--- src/rtl/ftdi_245_tx_pkg.sv ---
// Shared types for the FTDI sync-245 transmit engine: FSM encoding and burst counter sizing.
// Latency: n/a (types and constant functions only).
// Backpressure: n/a.
package ftdi_245_tx_pkg;

    typedef enum logic [1:0] {
        ST_IDLE    = 2'd0,
        ST_TURN    = 2'd1,
        ST_WRITE   = 2'd2,
        ST_RELEASE = 2'd3
    } tx_state_t;

    // Bits needed to hold a burst count from 0 up to and including max_burst.
    function automatic int burst_cnt_w(input int max_burst);
        return $clog2(max_burst + 1);
    endfunction

endpackage

--- src/rtl/ftdi_245_tx_if.sv ---
// Stream, chip-pin and arbiter signals of the FTDI sync-245 transmit engine.
// Latency: n/a (wiring only).
// Backpressure: i_rdy throttles the stream; usb_txe_n and bus_gnt throttle the engine.
interface ftdi_245_tx_if #(
    parameter int DW = 8
);
    logic          i_rdy;
    logic          i_en;
    logic [DW-1:0] i_data;
    logic          usb_txe_n;
    logic          usb_wr_n;
    logic [DW-1:0] usb_data_out;
    logic          usb_data_oe;
    logic          bus_req;
    logic          bus_gnt;

    // Engine side.
    modport master (
        output i_rdy,
        input  i_en,
        input  i_data,
        input  usb_txe_n,
        output usb_wr_n,
        output usb_data_out,
        output usb_data_oe,
        output bus_req,
        input  bus_gnt
    );

    // Stream source, chip and arbiter side.
    modport slave (
        input  i_rdy,
        output i_en,
        output i_data,
        output usb_txe_n,
        input  usb_wr_n,
        input  usb_data_out,
        input  usb_data_oe,
        input  bus_req,
        output bus_gnt
    );
endinterface

--- src/rtl/ftdi_tx_skid2.sv ---
// Two-entry hold/stage buffer: H feeds the chip data pins, S catches the next byte.
// Latency: a pushed byte is visible in H after one edge when H is free, else it waits in S.
// Backpressure: rdy is a register equal to "S empty after this edge"; low during reset.
module ftdi_tx_skid2 #(
    parameter int DW = 8
) (
    input  logic          clk,
    input  logic          rstn,
    input  logic          push,
    input  logic [DW-1:0] push_data,
    input  logic          consume,
    output logic          rdy,
    output logic [DW-1:0] h_dat,
    output logic          h_vld_nxt
);

    logic          h_vld_q, h_vld_d;
    logic [DW-1:0] h_dat_q, h_dat_d;
    logic          s_vld_q, s_vld_d;
    logic [DW-1:0] s_dat_q, s_dat_d;
    logic          rdy_q;

    // Next buffer contents: S always drains into H before a new byte may land in H.
    always_comb begin
        h_vld_d = h_vld_q;
        h_dat_d = h_dat_q;
        s_vld_d = s_vld_q;
        s_dat_d = s_dat_q;
        if (!h_vld_q || consume) begin
            if (s_vld_q) begin
                h_vld_d = 1'b1;
                h_dat_d = s_dat_q;
                s_vld_d = push;
                if (push) begin
                    s_dat_d = push_data;
                end
            end else begin
                h_vld_d = push;
                if (push) begin
                    h_dat_d = push_data;
                end
            end
        end else if (push) begin
            s_vld_d = 1'b1;
            s_dat_d = push_data;
        end
    end

    // Buffer registers; reset discards everything and zeroes the pin-facing H data.
    always_ff @(posedge clk) begin
        if (!rstn) begin
            h_vld_q <= 1'b0;
            h_dat_q <= '0;
            s_vld_q <= 1'b0;
            s_dat_q <= '0;
            rdy_q   <= 1'b0;
        end else begin
            h_vld_q <= h_vld_d;
            h_dat_q <= h_dat_d;
            s_vld_q <= s_vld_d;
            s_dat_q <= s_dat_d;
            rdy_q   <= !s_vld_d;
        end
    end

    assign rdy       = rdy_q;
    assign h_dat     = h_dat_q;
    assign h_vld_nxt = h_vld_d;

endmodule

--- src/rtl/ftdi_245_tx.sv ---
// FTDI sync-245 transmit engine: arbitrates for the shared data bus and strobes stream bytes to the chip.
// Latency: byte accepted in IDLE with grant high is driven with wr_n low two edges later (TURN, WRITE).
// Backpressure: usb_txe_n high holds the byte on the pins; a full stage register drops i_rdy.
// Optional build macro FTDI_TX_BYTE_CNT_EN adds a 32-bit wrapping count of chip-consumed bytes.
module ftdi_245_tx
    import ftdi_245_tx_pkg::*;
#(
    parameter int DW        = 8,
    parameter int MAX_BURST = 64
) (
    input  logic         clk,
    input  logic         rstn,
    ftdi_245_tx_if.master bus
`ifdef FTDI_TX_BYTE_CNT_EN
    ,
    output logic [31:0]  tx_byte_cnt
`endif
);

    localparam int             BCW      = burst_cnt_w(MAX_BURST);
    localparam logic [BCW-1:0] LAST_IDX = BCW'(MAX_BURST - 1);

    tx_state_t      state_q, state_d;
    logic [BCW-1:0] burst_q, burst_d;
    logic           wr_n_q, wr_n_d;
    logic           oe_q, oe_d;
    logic           req_q, req_d;

    logic           in_rdy;
    logic           push;
    logic           consume;
    logic           last_byte;
    logic           h_vld_nxt;
    logic [DW-1:0]  h_dat;

    // The chip takes the byte on H at any edge where both strobes are low.
    assign push      = bus.i_en & in_rdy;
    assign consume   = ~wr_n_q & ~bus.usb_txe_n;
    assign last_byte = consume & (burst_q == LAST_IDX);

    ftdi_tx_skid2 #(
        .DW (DW)
    ) u_skid (
        .clk       (clk),
        .rstn      (rstn),
        .push      (push),
        .push_data (bus.i_data),
        .consume   (consume),
        .rdy       (in_rdy),
        .h_dat     (h_dat),
        .h_vld_nxt (h_vld_nxt)
    );

    // State register.
    always_ff @(posedge clk) begin
        if (!rstn) begin
            state_q <= ST_IDLE;
        end else begin
            state_q <= state_d;
        end
    end

    // Next state: a tenure ends when data runs dry, the grant is lost or the burst limit is hit.
    always_comb begin
        state_d = state_q;
        case (state_q)
            ST_IDLE: begin
                if (req_q && bus.bus_gnt) begin
                    state_d = ST_TURN;
                end
            end
            ST_TURN: begin
                state_d = ST_WRITE;
            end
            ST_WRITE: begin
                if (!h_vld_nxt || !bus.bus_gnt || last_byte) begin
                    state_d = ST_RELEASE;
                end
            end
            default: begin
                state_d = ST_IDLE;
            end
        endcase
    end

    // Pin values for the next cycle, derived from the state being entered.
    always_comb begin
        oe_d   = (state_d != ST_IDLE);
        wr_n_d = !((state_d == ST_WRITE) && h_vld_nxt);
        req_d  = (state_d == ST_TURN) || (state_d == ST_WRITE) ||
                 ((state_d == ST_IDLE) && h_vld_nxt);
        if (state_d == ST_IDLE) begin
            burst_d = '0;
        end else if (consume) begin
            burst_d = burst_q + BCW'(1);
        end else begin
            burst_d = burst_q;
        end
    end

    // Pin and burst-counter registers; reset releases the bus at once.
    always_ff @(posedge clk) begin
        if (!rstn) begin
            wr_n_q  <= 1'b1;
            oe_q    <= 1'b0;
            req_q   <= 1'b0;
            burst_q <= '0;
        end else begin
            wr_n_q  <= wr_n_d;
            oe_q    <= oe_d;
            req_q   <= req_d;
            burst_q <= burst_d;
        end
    end

    assign bus.i_rdy        = in_rdy;
    assign bus.usb_wr_n     = wr_n_q;
    assign bus.usb_data_oe  = oe_q;
    assign bus.bus_req      = req_q;
    assign bus.usb_data_out = h_dat;

`ifdef FTDI_TX_BYTE_CNT_EN
    logic [31:0] byte_cnt_q;

    // Running count of bytes the chip has taken; wraps naturally at 2^32.
    always_ff @(posedge clk) begin
        if (!rstn) begin
            byte_cnt_q <= '0;
        end else if (consume) begin
            byte_cnt_q <= byte_cnt_q + 32'd1;
        end
    end

    assign tx_byte_cnt = byte_cnt_q;
`endif

endmodule

--- src/flat_wrapper.sv ---
// flat-port wrapper written by rule: the top's interface ports become plain ports
module ftdi_245_tx_flat import ftdi_245_tx_pkg::*;
#(
    parameter int DW        = 8,
    parameter int MAX_BURST = 64
)
  (clk, rstn, bus_i_rdy, bus_i_en, bus_i_data, bus_usb_txe_n, bus_usb_wr_n, bus_usb_data_out, bus_usb_data_oe, bus_bus_req, bus_bus_gnt);
  ftdi_245_tx_if #(.DW(DW)) bus_i ();
  input  logic clk;
  input  logic rstn;
  output wire logic [$bits(bus_i.i_rdy)-1:0] bus_i_rdy;
  input wire logic [$bits(bus_i.i_en)-1:0] bus_i_en;
  input wire logic [$bits(bus_i.i_data)-1:0] bus_i_data;
  input wire logic [$bits(bus_i.usb_txe_n)-1:0] bus_usb_txe_n;
  output wire logic [$bits(bus_i.usb_wr_n)-1:0] bus_usb_wr_n;
  output wire logic [$bits(bus_i.usb_data_out)-1:0] bus_usb_data_out;
  output wire logic [$bits(bus_i.usb_data_oe)-1:0] bus_usb_data_oe;
  output wire logic [$bits(bus_i.bus_req)-1:0] bus_bus_req;
  input wire logic [$bits(bus_i.bus_gnt)-1:0] bus_bus_gnt;
  assign bus_i_rdy = bus_i.i_rdy;
  assign bus_i.i_en = bus_i_en;
  assign bus_i.i_data = bus_i_data;
  assign bus_i.usb_txe_n = bus_usb_txe_n;
  assign bus_usb_wr_n = bus_i.usb_wr_n;
  assign bus_usb_data_out = bus_i.usb_data_out;
  assign bus_usb_data_oe = bus_i.usb_data_oe;
  assign bus_bus_req = bus_i.bus_req;
  assign bus_i.bus_gnt = bus_bus_gnt;
  ftdi_245_tx #(.DW(DW), .MAX_BURST(MAX_BURST)) u_core (.clk(clk), .rstn(rstn), .bus(bus_i));
endmodule
--- config.mk ---
export PLATFORM = sky130hd
export DESIGN_NAME = ftdi_245_tx_flat
export DESIGN_NICKNAME = d
export VERILOG_FILES = /design/src/rtl/ftdi_245_tx_pkg.sv /design/src/rtl/ftdi_245_tx_if.sv /design/src/rtl/ftdi_tx_skid2.sv /design/src/rtl/ftdi_245_tx.sv /design/src/flat_wrapper.sv
export SDC_FILE = /design/constraint.sdc
export NUM_CORES = 1
export LEC_CHECK = 0
export CAP_MARGIN = 40
export CORE_ASPECT_RATIO = 0.8
export CORE_UTILIZATION = 45
export CTS_CLUSTER_DIAMETER = 200
export DETAILED_ROUTE_END_ITERATION = 8
export PLACE_DENSITY = 0.73
export SYNTH_ARGS = -nofsm -noshare
export SYNTH_HDL_FRONTEND = slang
export SYNTH_SLANG_ARGS = --single-unit
--- constraint.sdc ---
create_clock -name clk -period 1.8 [get_ports clk]
set_clock_uncertainty 0.2 [all_clocks]
set_input_delay 0.27 -clock clk [delete_from_list [all_inputs] [get_ports clk]]
set_output_delay 0.27 -clock clk [all_outputs]
set_load 0.02 [all_outputs]
==> results of run 1 <==
sequential cells by signal, summed over array words and instances (netlist names):
name                    cells
u_core.burst_q              7
u_core.u_skid.rdy           1
u_core.state_q              2
u_core.bus.usb_wr_n         1
u_core.bus.bus_req          1
u_core.u_skid.h_vld_q       1
u_core.u_skid.s_vld_q       1
u_core.bus.usb_data_oe      1
u_core.u_skid.h_dat         8
u_core.u_skid.s_dat_q       8
metrics by stage:
step	utilization	std cells	hold WS, ns
5_1_grt	0.688	227	0.315
2_1_floorplan	-	146	0.199
3_5_place_dp	0.638	216	0.274
3_3_place_gp	0.638	216	0.254
4_1_cts	0.686	228	0.283
6_report	0.688	227	0.275
final cells by class:
class / instances / area share
timing repair buffer: 44 / 0.220
multi-input combinational: 103 / 0.382
tap: 38 / 0.0246
sequential: 31 / 0.326
clock buffer: 6 / 0.0376
inverter: 5 / 0.00972
worst paths after layout:
| check | endpoint | depth (start not counted) |
|---|---|---|
| max | u_core.bus.usb_wr_n$_SDFF_PN1_ | 8 |
| max reg2reg | u_core.bus.usb_wr_n$_SDFF_PN1_ | 8 |
| min | u_core.u_skid.s_dat_q[1]$_SDFFE_PN0P_ | 2 |
| min reg2reg | u_core.u_skid.s_dat_q[1]$_SDFFE_PN0P_ | 2 |
cells in the mapped netlist, types with 3 or more instances:
| library cell | n |
|---|---|
| sky130_fd_sc_hd__clkbuf_1 | 4 |
| sky130_fd_sc_hd__a21oi_1 | 3 |
| sky130_fd_sc_hd__o211a_1 | 8 |
| sky130_fd_sc_hd__xor2_1 | 4 |
| sky130_fd_sc_hd__mux2i_1 | 8 |
| sky130_fd_sc_hd__ha_1 | 6 |
| sky130_fd_sc_hd__o21ai_0 | 9 |
| sky130_fd_sc_hd__nand3_1 | 9 |
| sky130_fd_sc_hd__dfxtp_1 | 31 |
| sky130_fd_sc_hd__nor2_1 | 7 |
| sky130_fd_sc_hd__inv_1 | 5 |
| sky130_fd_sc_hd__nand2_1 | 27 |
what timing repair did:
| item | CTS | global route |
|---|---|---|
| setup buffers | 6 | 0 |
| cloned | 0 | 0 |
| gates resized for setup | 8 | 3 |
| pin swaps | 3 | 2 |
| setup endpoints to repair | 11 | 11 |
| endpoints found under the hold margin | 0 | 0 |
routing by layer:
layer	GRT usage	wire length (um)
met1	0.201	1250
met2	0.390	1610
met3	0.0737	86
met4	0.121	66
met5	0	0
power by group through the flow:
stage	sequential (mW)	clock, mW	combinational [mW]
after floorplan	0.841	0	0.250
after global placement	0.794	0	0.461
after detailed placement	0.796	0	0.480
after CTS	0.782	0.495	0.528
after global routing	0.790	0.525	0.583
final	0.782	0.482	0.534
logic make-up (layout without fill, tap and decap cells):
| family | after synthesis | after routing |
|---|---|---|
| AOI/OAI and AO/OA | 27 | 27 |
| xor gates and xnor gates | 6 | 6 |
| adders and majority gates | 6 | 6 |
| buffers and inverters | 12 | 55 |
| DFF | 31 | 31 |
| muxes | 8 | 8 |
| and+or+nand+nor | 56 | 56 |
worst max-delay path, stage by stage, from the launching register on:
cell	delay [ns]
sky130_fd_sc_hd__dfxtp_4	0.35
sky130_fd_sc_hd__or2_4	0.24
sky130_fd_sc_hd__nor4_4	0.28
sky130_fd_sc_hd__o21ai_2	0.11
sky130_fd_sc_hd__a21o_1	0.20
sky130_fd_sc_hd__buf_4	0.13
sky130_fd_sc_hd__buf_4	0.12
sky130_fd_sc_hd__ha_1	0.18
sky130_fd_sc_hd__nand2_1	0.05
==> impl_results.md, run 1 <==
* Portion of netlist area occupied by mux cells at 0.0590
* Count of unresolved DRC violations after routing at 0
* Worst setup path startpoint: u_core.bus.usb_wr_n$_SDFF_PN1_
* Fraction of synthesized cell area in xor and xnor cells at 0.0387
* Via count of the first global-routing pass at roughly 1.2k
* Count of different cell masters after synthesis at 32
* Cell type contributing the most total cell area after synthesis: sky130_fd_sc_hd__dfxtp_1
* Wire length of the first global-routing pass at 5.08 mm
* Critical path data arrival time at approximately 1.9 ns
* Ant diodes at 0
* Die extent in y at 51.1 um
* Max Transition Viols Final at 0
* Result of the run: finished with violations
* Clock insertion delay at the later pin of the skew report at about 0.27 ns
* Clk Tree Root Cell: sky130_fd_sc_hd__clkbuf_8
* Synth-to-Final Area Change at 42.2%
* Max-cap violation count at 0
* Switching share of power at 0.285
* Final worst-path cycle share at 1.06
* Std-Cell Core Area at between 0.002 and 0.003 sq mm
* Fraction of layout cells with a size suffix above 1 at 0.228
* Proportion of register bits with asynchronous set or reset after synthesis at 0
* Syn Nets at 165
* Pwr per Cell Area at 931 mW/mm^2
* Internal Dissipation at 1.28 mW
* Largest net degree at the start of global routing at 30
* Antenna violations before repair at 0
* Sequential share of power at 0.435
* Overall overflow remaining after global route at 0
* Relative contribution of combinational cells to total power at 0.297
* Share of the synthesized area in the top cell type at 0.457
* Max Clk Rate at 523 MHz
* Worst hold-check path type: flop to flop
* Total global-route track usage at 0.209
* Remaining number of nets flagged by the antenna check after routing at 0
* Number of DRC markers after the initial detailed-route iteration at 19
* Final Wtd Congestion at 0.784
* Area of placed instances at 0.00179 sq mm
* Number of synthesized flops with an enable pin at 0
* DR vias at approximately 1.2k
* Inserted Clock Buffers at 5
* Number of buffers inserted for hold repair after clock tree synthesis at 0
* Routed length per placed instance at 13.3 um
* Number of hold violations in the final report at 0
* R2R setup slack at -0.11 ns
* Synth Area in Compound Gates at 0.158
* CTS H-tree lvls at 2
* Vias per Instance at 5.13
* Count of buffers inserted at the top-level ports at 24
* Area fraction in and, or, nand and nor cells after synthesis at 0.190
* Shortest clock period the worst path allows after layout at 1.91 ns
* Die Outline Area at 0.00324 sq mm
* Dominant combinational cell family by area after synthesis: simple AND/OR/NAND/NOR gates
* Crit path capture type: flop
* Multi-input logic area at 738 sq um
* Setup CP Type: flop to flop
* IR Drop Worst-Case VDD at 576 uV
* Setup slack after layout at -0.111 ns
* Commonest register cell after synthesis: sky130_fd_sc_hd__dfxtp_1
* Setup-failing EPs final at 10
* Power dissipated by switching net loads at 0.513 mW
* Share of the yosys chip area belonging to registers at 0.457
* Yosys warning total at 0
* Clock Sinks at 31
* FF+latch area at ~630 sq um
* Cells taking the most area after synthesis: sky130_fd_sc_hd__dfxtp_1, sky130_fd_sc_hd__nand2_1, sky130_fd_sc_hd__mux2i_1, sky130_fd_sc_hd__o211a_1, sky130_fd_sc_hd__ha_1
* Hold path startpoint: u_core.u_skid.s_dat_q[1]$_SDFFE_PN0P_
* Effective utilization at floorplan at 0.484
* Number of rows in the core area at 17
* Worst slack at placement at -0.498 ns
* Layout fillers at approximately 230
* RSZ-0062 raised after global routing: yes
* Number of ports placed on the die boundary at 25
* Max transition margin at 0.757
* Clock-pin transition on the worst setup and hold timing paths at 0.06 ns
* Adder-cell share of the synthesized area at 0.0553
* Gate Count Post-Synth at 146
* CTS tree: done
* HPWL after DPL at 2.12 mm
* Final non-filler cell area at 0.00193 sq mm
* Violated checks: setup timing
* Drt total wl at roughly 3.0 mm
* Leakage power at between 0.8 and 0.9 nW
* Startpoint of the most critical register-to-register path: u_core.bus.usb_wr_n$_SDFF_PN1_
* Most common library cell in the layout ignoring fill and taps: sky130_fd_sc_hd__nand2_1
* Nets at 209
* Router iterations before antenna repair at 4
* Cell area after synthesis at roughly 0.0014 sq mm
* Data required time of the worst path at 1.81 ns
* Setup total negative slack at -0.846 ns
* Most frequent cells in the layout: sky130_fd_sc_hd__nand2_1, sky130_fd_sc_hd__dfxtp_1, sky130_fd_sc_hd__clkdlybuf4s50_1
* Register bit total from synthesis at 31
* Synth Area per Inst at 9.30 sq um
* Slew at the pin with the worst max-slew slack at 0.362 ns
* X dimension of the die at 63.4 um
* Element type at the critical path start: flop
* Max Buffers Root-to-Sink at 2
* Overall Power at 1.80 mW
* Maximum fanout along the worst path at 4
* Portion of total power attributed to the clock network at 0.268
(Power assumes the default switching activity.)
==> run 2, diff against run 1 <==
- CTS_BUF_LIST: default -> sky130_fd_sc_hd__clkbuf_4 sky130_fd_sc_hd__clkbuf_8
- TNS_END_PERCENT: default -> 5
- clock period: 1.8 -> 1.7 ns (I/O delays scaled with it)
==> run 2 against run 1 <==
Against the previous run: the flow still finishes with violations (setup timing); clock power up 19%; sequential cell count is the same; register-to-register slack improved by 0.04 ns.
==> impl_results.md, run 2 (same netlist as run 1, synthesis figures left out) <==
* Result of the run: finished with violations
* Violated checks: setup timing
* Clock insertion delay at the later pin of the skew report at 0.28 ns
* Inserted Clock Buffers at 5
* HPWL after DPL at between 2 and 2.5 mm
* Remaining number of nets flagged by the antenna check after routing at 0
* CTS tree: done
* Relative contribution of combinational cells to total power at 0.271
* Setup slack after layout at -0.0711 ns
* Crit path capture type: flop
* Sequential share of power at 0.430
* IR Drop Worst-Case VDD at 650 uV
* Final Wtd Congestion at ~0.77
* Die Outline Area at ~0.0032 sq mm
* Routed length per placed instance at 12.2 um
* Total global-route track usage at 0.200
* Shortest clock period the worst path allows after layout at 1.77 ns
* Most frequent cells in the layout: sky130_fd_sc_hd__nand2_1, sky130_fd_sc_hd__dfxtp_1, sky130_fd_sc_hd__buf_4
* Nets at about 210
* DR vias at 1123
* Synth-to-Final Area Change at 42.9%
* Data required time of the worst path at 1.68 ns
* Portion of total power attributed to the clock network at 0.299
* Via count of the first global-routing pass at between 1k and 1.5k
* Effective utilization at floorplan at 0.484
* RSZ-0062 raised after global routing: yes
* FF+latch area at 631 sq um
* Fraction of layout cells with a size suffix above 1 at 0.226
* Max transition margin at 0.828
* Number of buffers inserted for hold repair after clock tree synthesis at 0
* Worst hold-check path type: input pin to flop
* Max Clk Rate at 565 MHz
* Power dissipated by switching net loads at approximately 0.55 mW
* Ant diodes at 0
* Setup CP Type: flop to flop
* Biggest cell delay along the critical path at 0.35 ns
* Setup-failing EPs final at 9
* Switching share of power at 0.286
* Max Transition Viols Final at 0
* Maximum fanout along the worst path at 3
* Drt total wl at 2.73 mm
* CP cell instances: a21oi_4 -> a211o_1 -> o21ai_2 -> a21o_1 -> ha_2 -> a21oi_2 -> nor2b_1
* CTS H-tree lvls at 2
* Leakage power at 0.952 nW
* Wire length of the first global-routing pass at 4.74 mm
* Number of rows in the core area at 17
* Most common library cell in the layout ignoring fill and taps: sky130_fd_sc_hd__nand2_1
* Antenna violations before repair at 0
* Critical path data arrival time at 1.75 ns
* Layout fillers at 231
* Clock Sinks at 31
* Clock-pin transition on the worst setup and hold timing paths at ~0.060 ns
* Router iterations before antenna repair at 4
* X dimension of the die at about 63 um
* Count of unresolved DRC violations after routing at 0
* Number of DRC markers after the initial detailed-route iteration at 27
* Library cell contributing the largest single delay on the critical path: sky130_fd_sc_hd__dfxtp_2
* Number of hold violations in the final report at 0
* Final worst-path cycle share at 1.04
* Setup total negative slack at -0.516 ns
* Std-Cell Core Area at approximately 0.0028 sq mm
* Count of buffers inserted at the top-level ports at 24
* Number of ports placed on the die boundary at 25
* Internal Dissipation at 1.37 mW
* Overall overflow remaining after global route at 0
* Pwr per Cell Area at 991 mW/mm^2
* Multi-input logic area at 743 sq um
* Buffer and inverter count on the worst path at 0
* Die extent in y at 51.1 um
* Clk Tree Root Cell: sky130_fd_sc_hd__clkbuf_8
* Max-cap violation count at 0
* Max Buffers Root-to-Sink at 2
* Slew at the pin with the worst max-slew slack at 0.258 ns
* Overall Power at 1.92 mW
* Vias per Instance at 5.01
* Element type at the critical path start: flop
* Family of cells with the greatest summed delay on the critical path: compound AO/OA/AOI/OAI gates
* Largest net degree at the start of global routing at 30
run 2: changes by cell type in the layout (fill, tap and decap cells not counted), sizes merged:
| cell | before | now |
|---|---|---|
| dlygate4sd2 | 3 | 5 |
| buf | 20 | 16 |
| clkdlybuf4s50 | 21 | 11 |
| clkinv | 0 | 1 |
| dlymetal6s2s | 0 | 8 |
run 2: power by group through the flow:
stage / combinational (mW) / clock [mW] / sequential [mW]
5_1_grt: 0.568 / 0.626 / 0.835
3_3_place_gp: 0.492 / 0 / 0.840
2_1_floorplan: 0.265 / 0 / 0.890
4_1_cts: 0.530 / 0.587 / 0.827
6_report: 0.520 / 0.575 / 0.827
3_5_place_dp: 0.509 / 0 / 0.843
run 2: final timing paths:
kind                                          from                               endpoint  slack [ns]  cells past startpoint
max                   u_core.u_skid.rdy$_SDFF_PN0_          u_core.bus.bus_req$_SDFF_PN0_       -0.07                      7
min                                    bus_bus_gnt           u_core.state_q[0]$_SDFF_PN0_        0.20                      5
max reg2reg           u_core.u_skid.rdy$_SDFF_PN0_          u_core.bus.bus_req$_SDFF_PN0_       -0.07                      7
min reg2reg  u_core.u_skid.s_dat_q[0]$_SDFFE_PN0P_  u_core.u_skid.s_dat_q[0]$_SDFFE_PN0P_        0.28                      2
run 2: worst register-to-register path, cell delays in order, from the launching register on:
cell and delay, ns:
sky130_fd_sc_hd__dfxtp_2 0.35, sky130_fd_sc_hd__a21oi_4 0.07, sky130_fd_sc_hd__a211o_1 0.31, sky130_fd_sc_hd__o21ai_2 0.15
sky130_fd_sc_hd__a21o_1 0.15, sky130_fd_sc_hd__ha_2 0.27, sky130_fd_sc_hd__a21oi_2 0.11, sky130_fd_sc_hd__nor2b_1 0.05
run 2: stage by stage:
stage,worst slack [ns],cell area [sq um],hold slack (ns),util,std cells
floorplan,-0.139,1410,0.184,-,146
global placement,-0.531,1800,0.254,0.640,217
detailed placement,-0.631,1800,0.275,0.640,217
CTS,-0.121,1900,0.284,0.678,224
global route,-0.170,1940,0.255,0.691,224
finish,-0.0711,1940,0.196,0.691,224
run 2: metal layers:
| metal | global-route usage | part of all wire |
|---|---|---|
| met1 | 0.207 | 0.45 |
| met2 | 0.360 | 0.49 |
| met3 | 0.0558 | 0.035 |
| met4 | 0.125 | 0.025 |
| met5 | 0 | 0 |
run 2: layout make-up:
class	count	area share
multi-input combinational	103	0.383
clock inverter	1	0.00258
tap	38	0.0245
clock buffer	6	0.0426
inverter	5	0.00968
timing repair buffer	40	0.212
sequential	31	0.325
run 2: what timing repair did:
action                                  4_1_cts  5_1_grt
pin swaps                                     3        2
endpoints found under the setup margin       12       17
buffers inserted                              0        0
resized for setup                            11       12
gates cloned                                  0        0
==> run 3, diff against run 2 <==
- CORE_ASPECT_RATIO: 0.8 -> default
==> run 3 against run 2 <==
Against the previous run: the run ends with DRC, setup timing left; register-to-register slack worse by 0.05 ns; via count up 0.98%; clock power down 13%; maximum frequency down 2.8%; final cell count down 1.3%; highest routed layer unchanged; sequential power about the same; global-route usage down 0.43 points; sequential cell count unchanged; core utilization down 1.4 points; critical path type unchanged; wire length up 4.4%.
==> impl_results.md, run 3 (same netlist as run 1, synthesis figures left out) <==
* Number of standard cells in the layout, taps in and fillers out at 221
* Critical path data arrival time at 1.88 ns
* Setup slack after layout at -0.123 ns
* Setup total negative slack at -0.963 ns
* Crit path capture type: flop
* Router iterations before antenna repair at 6
* Max-cap violation count at 0
* Largest net degree at the start of global routing at 32
* HPWL after DPL at 2.01 mm
* CP cell instances: or2_4 -> nor4_4 -> o21ai_2 -> a21o_1 -> ha_2 -> nand2b_4 -> nor2_1
* Number of ports placed on the die boundary at 25
* RSZ-0062 raised after global routing: yes
* Maximum fanout along the worst path at 8
* Clock-pin transition on the worst setup and hold timing paths at 0.09 ns
* Biggest cell delay along the critical path at around 0.36 ns
* Number of rows in the core area at 19
* Data required time of the worst path at 1.76 ns
* Element type at the critical path start: flop
* Count of buffers inserted at the top-level ports at 24
* Clock insertion delay at the later pin of the skew report at 0.32 ns
* Critical Path End: u_core.burst_q[3]$_SDFFE_PP0P_
* Drt total wl at 2.85 mm
* CTS H-tree lvls at 2
* Max Buffers Root-to-Sink at 2
* Number of hold violations in the final report at 0
* Worst Reg-to-Reg Cells at 7
* Worst slack at placement at -0.595 ns
* Violated checks: DRC, setup timing
* Startpoint of the most critical register-to-register path: u_core.bus.usb_wr_n$_SDFF_PN1_
* Number of DRC markers after the initial detailed-route iteration at 29
* Setup-failing EPs final at 10
* Worst setup path startpoint: u_core.bus.usb_wr_n$_SDFF_PN1_
* Fraction of layout cells with a size suffix above 1 at 0.242
* Max transition margin at 0.789
* DR vias at approximately 1.1k
* IR Drop Worst-Case VDD at 585 uV
* Worst hold-check path type: flop to flop
* Final worst-path cycle share at 1.07
* Overall overflow remaining after global route at 0
* Ant diodes at 0
* Via count of the first global-routing pass at 1149
* Number of stages on the worst setup path at 7
* Most frequent cells in the layout: sky130_fd_sc_hd__nand2_1, sky130_fd_sc_hd__dfxtp_1, sky130_fd_sc_hd__buf_4
* Synth-to-Final Area Change at 39.8%
* Routed length per placed instance at 12.9 um
* Clock Sinks at 31
* Slew at the pin with the worst max-slew slack at 0.316 ns
* Die Outline Area at approximately 0.0032 sq mm
* Std-Cell Core Area at 0.00281 sq mm
* Setup CP Type: flop to flop
* R2R setup slack at -0.12 ns
* X dimension of the die at 56.9 um
* Clk Tree Root Cell: sky130_fd_sc_hd__clkbuf_4
* CTS tree: done
* Wire length of the first global-routing pass at 4.72 mm
* Max Clk Rate at 549 MHz
* Nets at 208
* Reg2reg end: u_core.burst_q[3]$_SDFFE_PP0P_
* Core occupancy in the finished layout at 0.677
* Antenna violations before repair at 0
* Max Transition Viols Final at 0
* Vias per Instance at slightly above 5
* Library cell contributing the largest single delay on the critical path: sky130_fd_sc_hd__dfxtp_4
* Post-placement cell count at 212
* Number of buffers inserted for hold repair after clock tree synthesis at 0
* Most common library cell in the layout ignoring fill and taps: sky130_fd_sc_hd__nand2_1
* Die extent in y at 56.9 um
* Inserted Clock Buffers at 5
* Final Wtd Congestion at roughly 0.8
* Buffer and inverter count on the worst path at 0
* Family of cells with the greatest summed delay on the critical path: simple AND/OR/NAND/NOR gates
* Leakage power at 0.859 nW
* Result of the run: finished with violations
* Pwr per Cell Area at 962 mW/mm^2
* Shortest clock period the worst path allows after layout at 1.82 ns
* Remaining number of nets flagged by the antenna check after routing at 0
* Total global-route track usage at 0.195
* Effective utilization at floorplan at 0.484
* Count of unresolved DRC violations after routing at 2
==> run 3: report_power, final <==
part	switching, mW	total (mW)	internal [mW]
registers	0.0368	0.827	0.790
logic	0.260	0.499	0.239
clock network	0.242	0.501	0.259
total	0.538	1.83	1.29
==> run 3: timing repair <==
item                       CTS  global route
setup endpoints to repair   22             9
setup buffers                0             1
pin swaps                    2             3
resized for setup           17             6
==> run 3: worst min path at each step <==
stage          cells after the start                                   from  slack, ns                                    end
3_3_place_gp                       2  u_core.u_skid.s_dat_q[2]$_SDFFE_PN0P_       0.25  u_core.u_skid.s_dat_q[2]$_SDFFE_PN0P_
2_1_floorplan                      2                                   rstn       0.18           u_core.state_q[0]$_SDFF_PN0_
4_1_cts                            2  u_core.u_skid.s_dat_q[5]$_SDFFE_PN0P_       0.28  u_core.u_skid.s_dat_q[5]$_SDFFE_PN0P_
3_5_place_dp                       2  u_core.u_skid.s_dat_q[5]$_SDFFE_PN0P_       0.26  u_core.u_skid.s_dat_q[5]$_SDFFE_PN0P_
5_1_grt                            2  u_core.u_skid.s_dat_q[1]$_SDFFE_PN0P_       0.30  u_core.u_skid.s_dat_q[1]$_SDFFE_PN0P_
6_report                           2  u_core.u_skid.s_dat_q[1]$_SDFFE_PN0P_       0.28  u_core.u_skid.s_dat_q[1]$_SDFFE_PN0P_
==> run 3: area by class of cell <==
cell class,count,area [sq um]
Inverter,5,18.8
Timing Repair Buffer,43,403
Sequential cell,31,631
Clock buffer,8,72.6
Fill cell,232,907
Tap cell,31,38.8
Multi-Input combinational cell,103,734
==> run 3: routing by layer <==
| layer | share of wire | up-vias | global-route usage |
|---|---|---|---|
| met4 | 0.028 | 0 | 0.129 |
| met5 | 0 | - | 0 |
| met1 | 0.41 | 508 | 0.196 |
| met3 | 0.051 | 10 | 0.0553 |
| li1 | - | 583 | - |
| met2 | 0.51 | 33 | 0.350 |
==> run 3: per-stage QoR <==
step                      hold WS (ns)  cell area [sq um]  power, mW
after global routing             0.303               1900       1.93
after detailed placement         0.264               1800       1.34
after CTS                        0.281               1870       1.81
after floorplan                  0.184               1410       1.16
final                            0.276               1900       1.83
after global placement           0.255               1800       1.31
==> run 3: worst register-to-register path, cell delays in order (launching register included) <==
cell	delay, ns
sky130_fd_sc_hd__dfxtp_4	0.36
sky130_fd_sc_hd__or2_4	0.24
sky130_fd_sc_hd__nor4_4	0.23
sky130_fd_sc_hd__o21ai_2	0.08
sky130_fd_sc_hd__a21o_1	0.18
sky130_fd_sc_hd__ha_2	0.18
sky130_fd_sc_hd__nand2b_4	0.18
sky130_fd_sc_hd__nor2_1	0.11
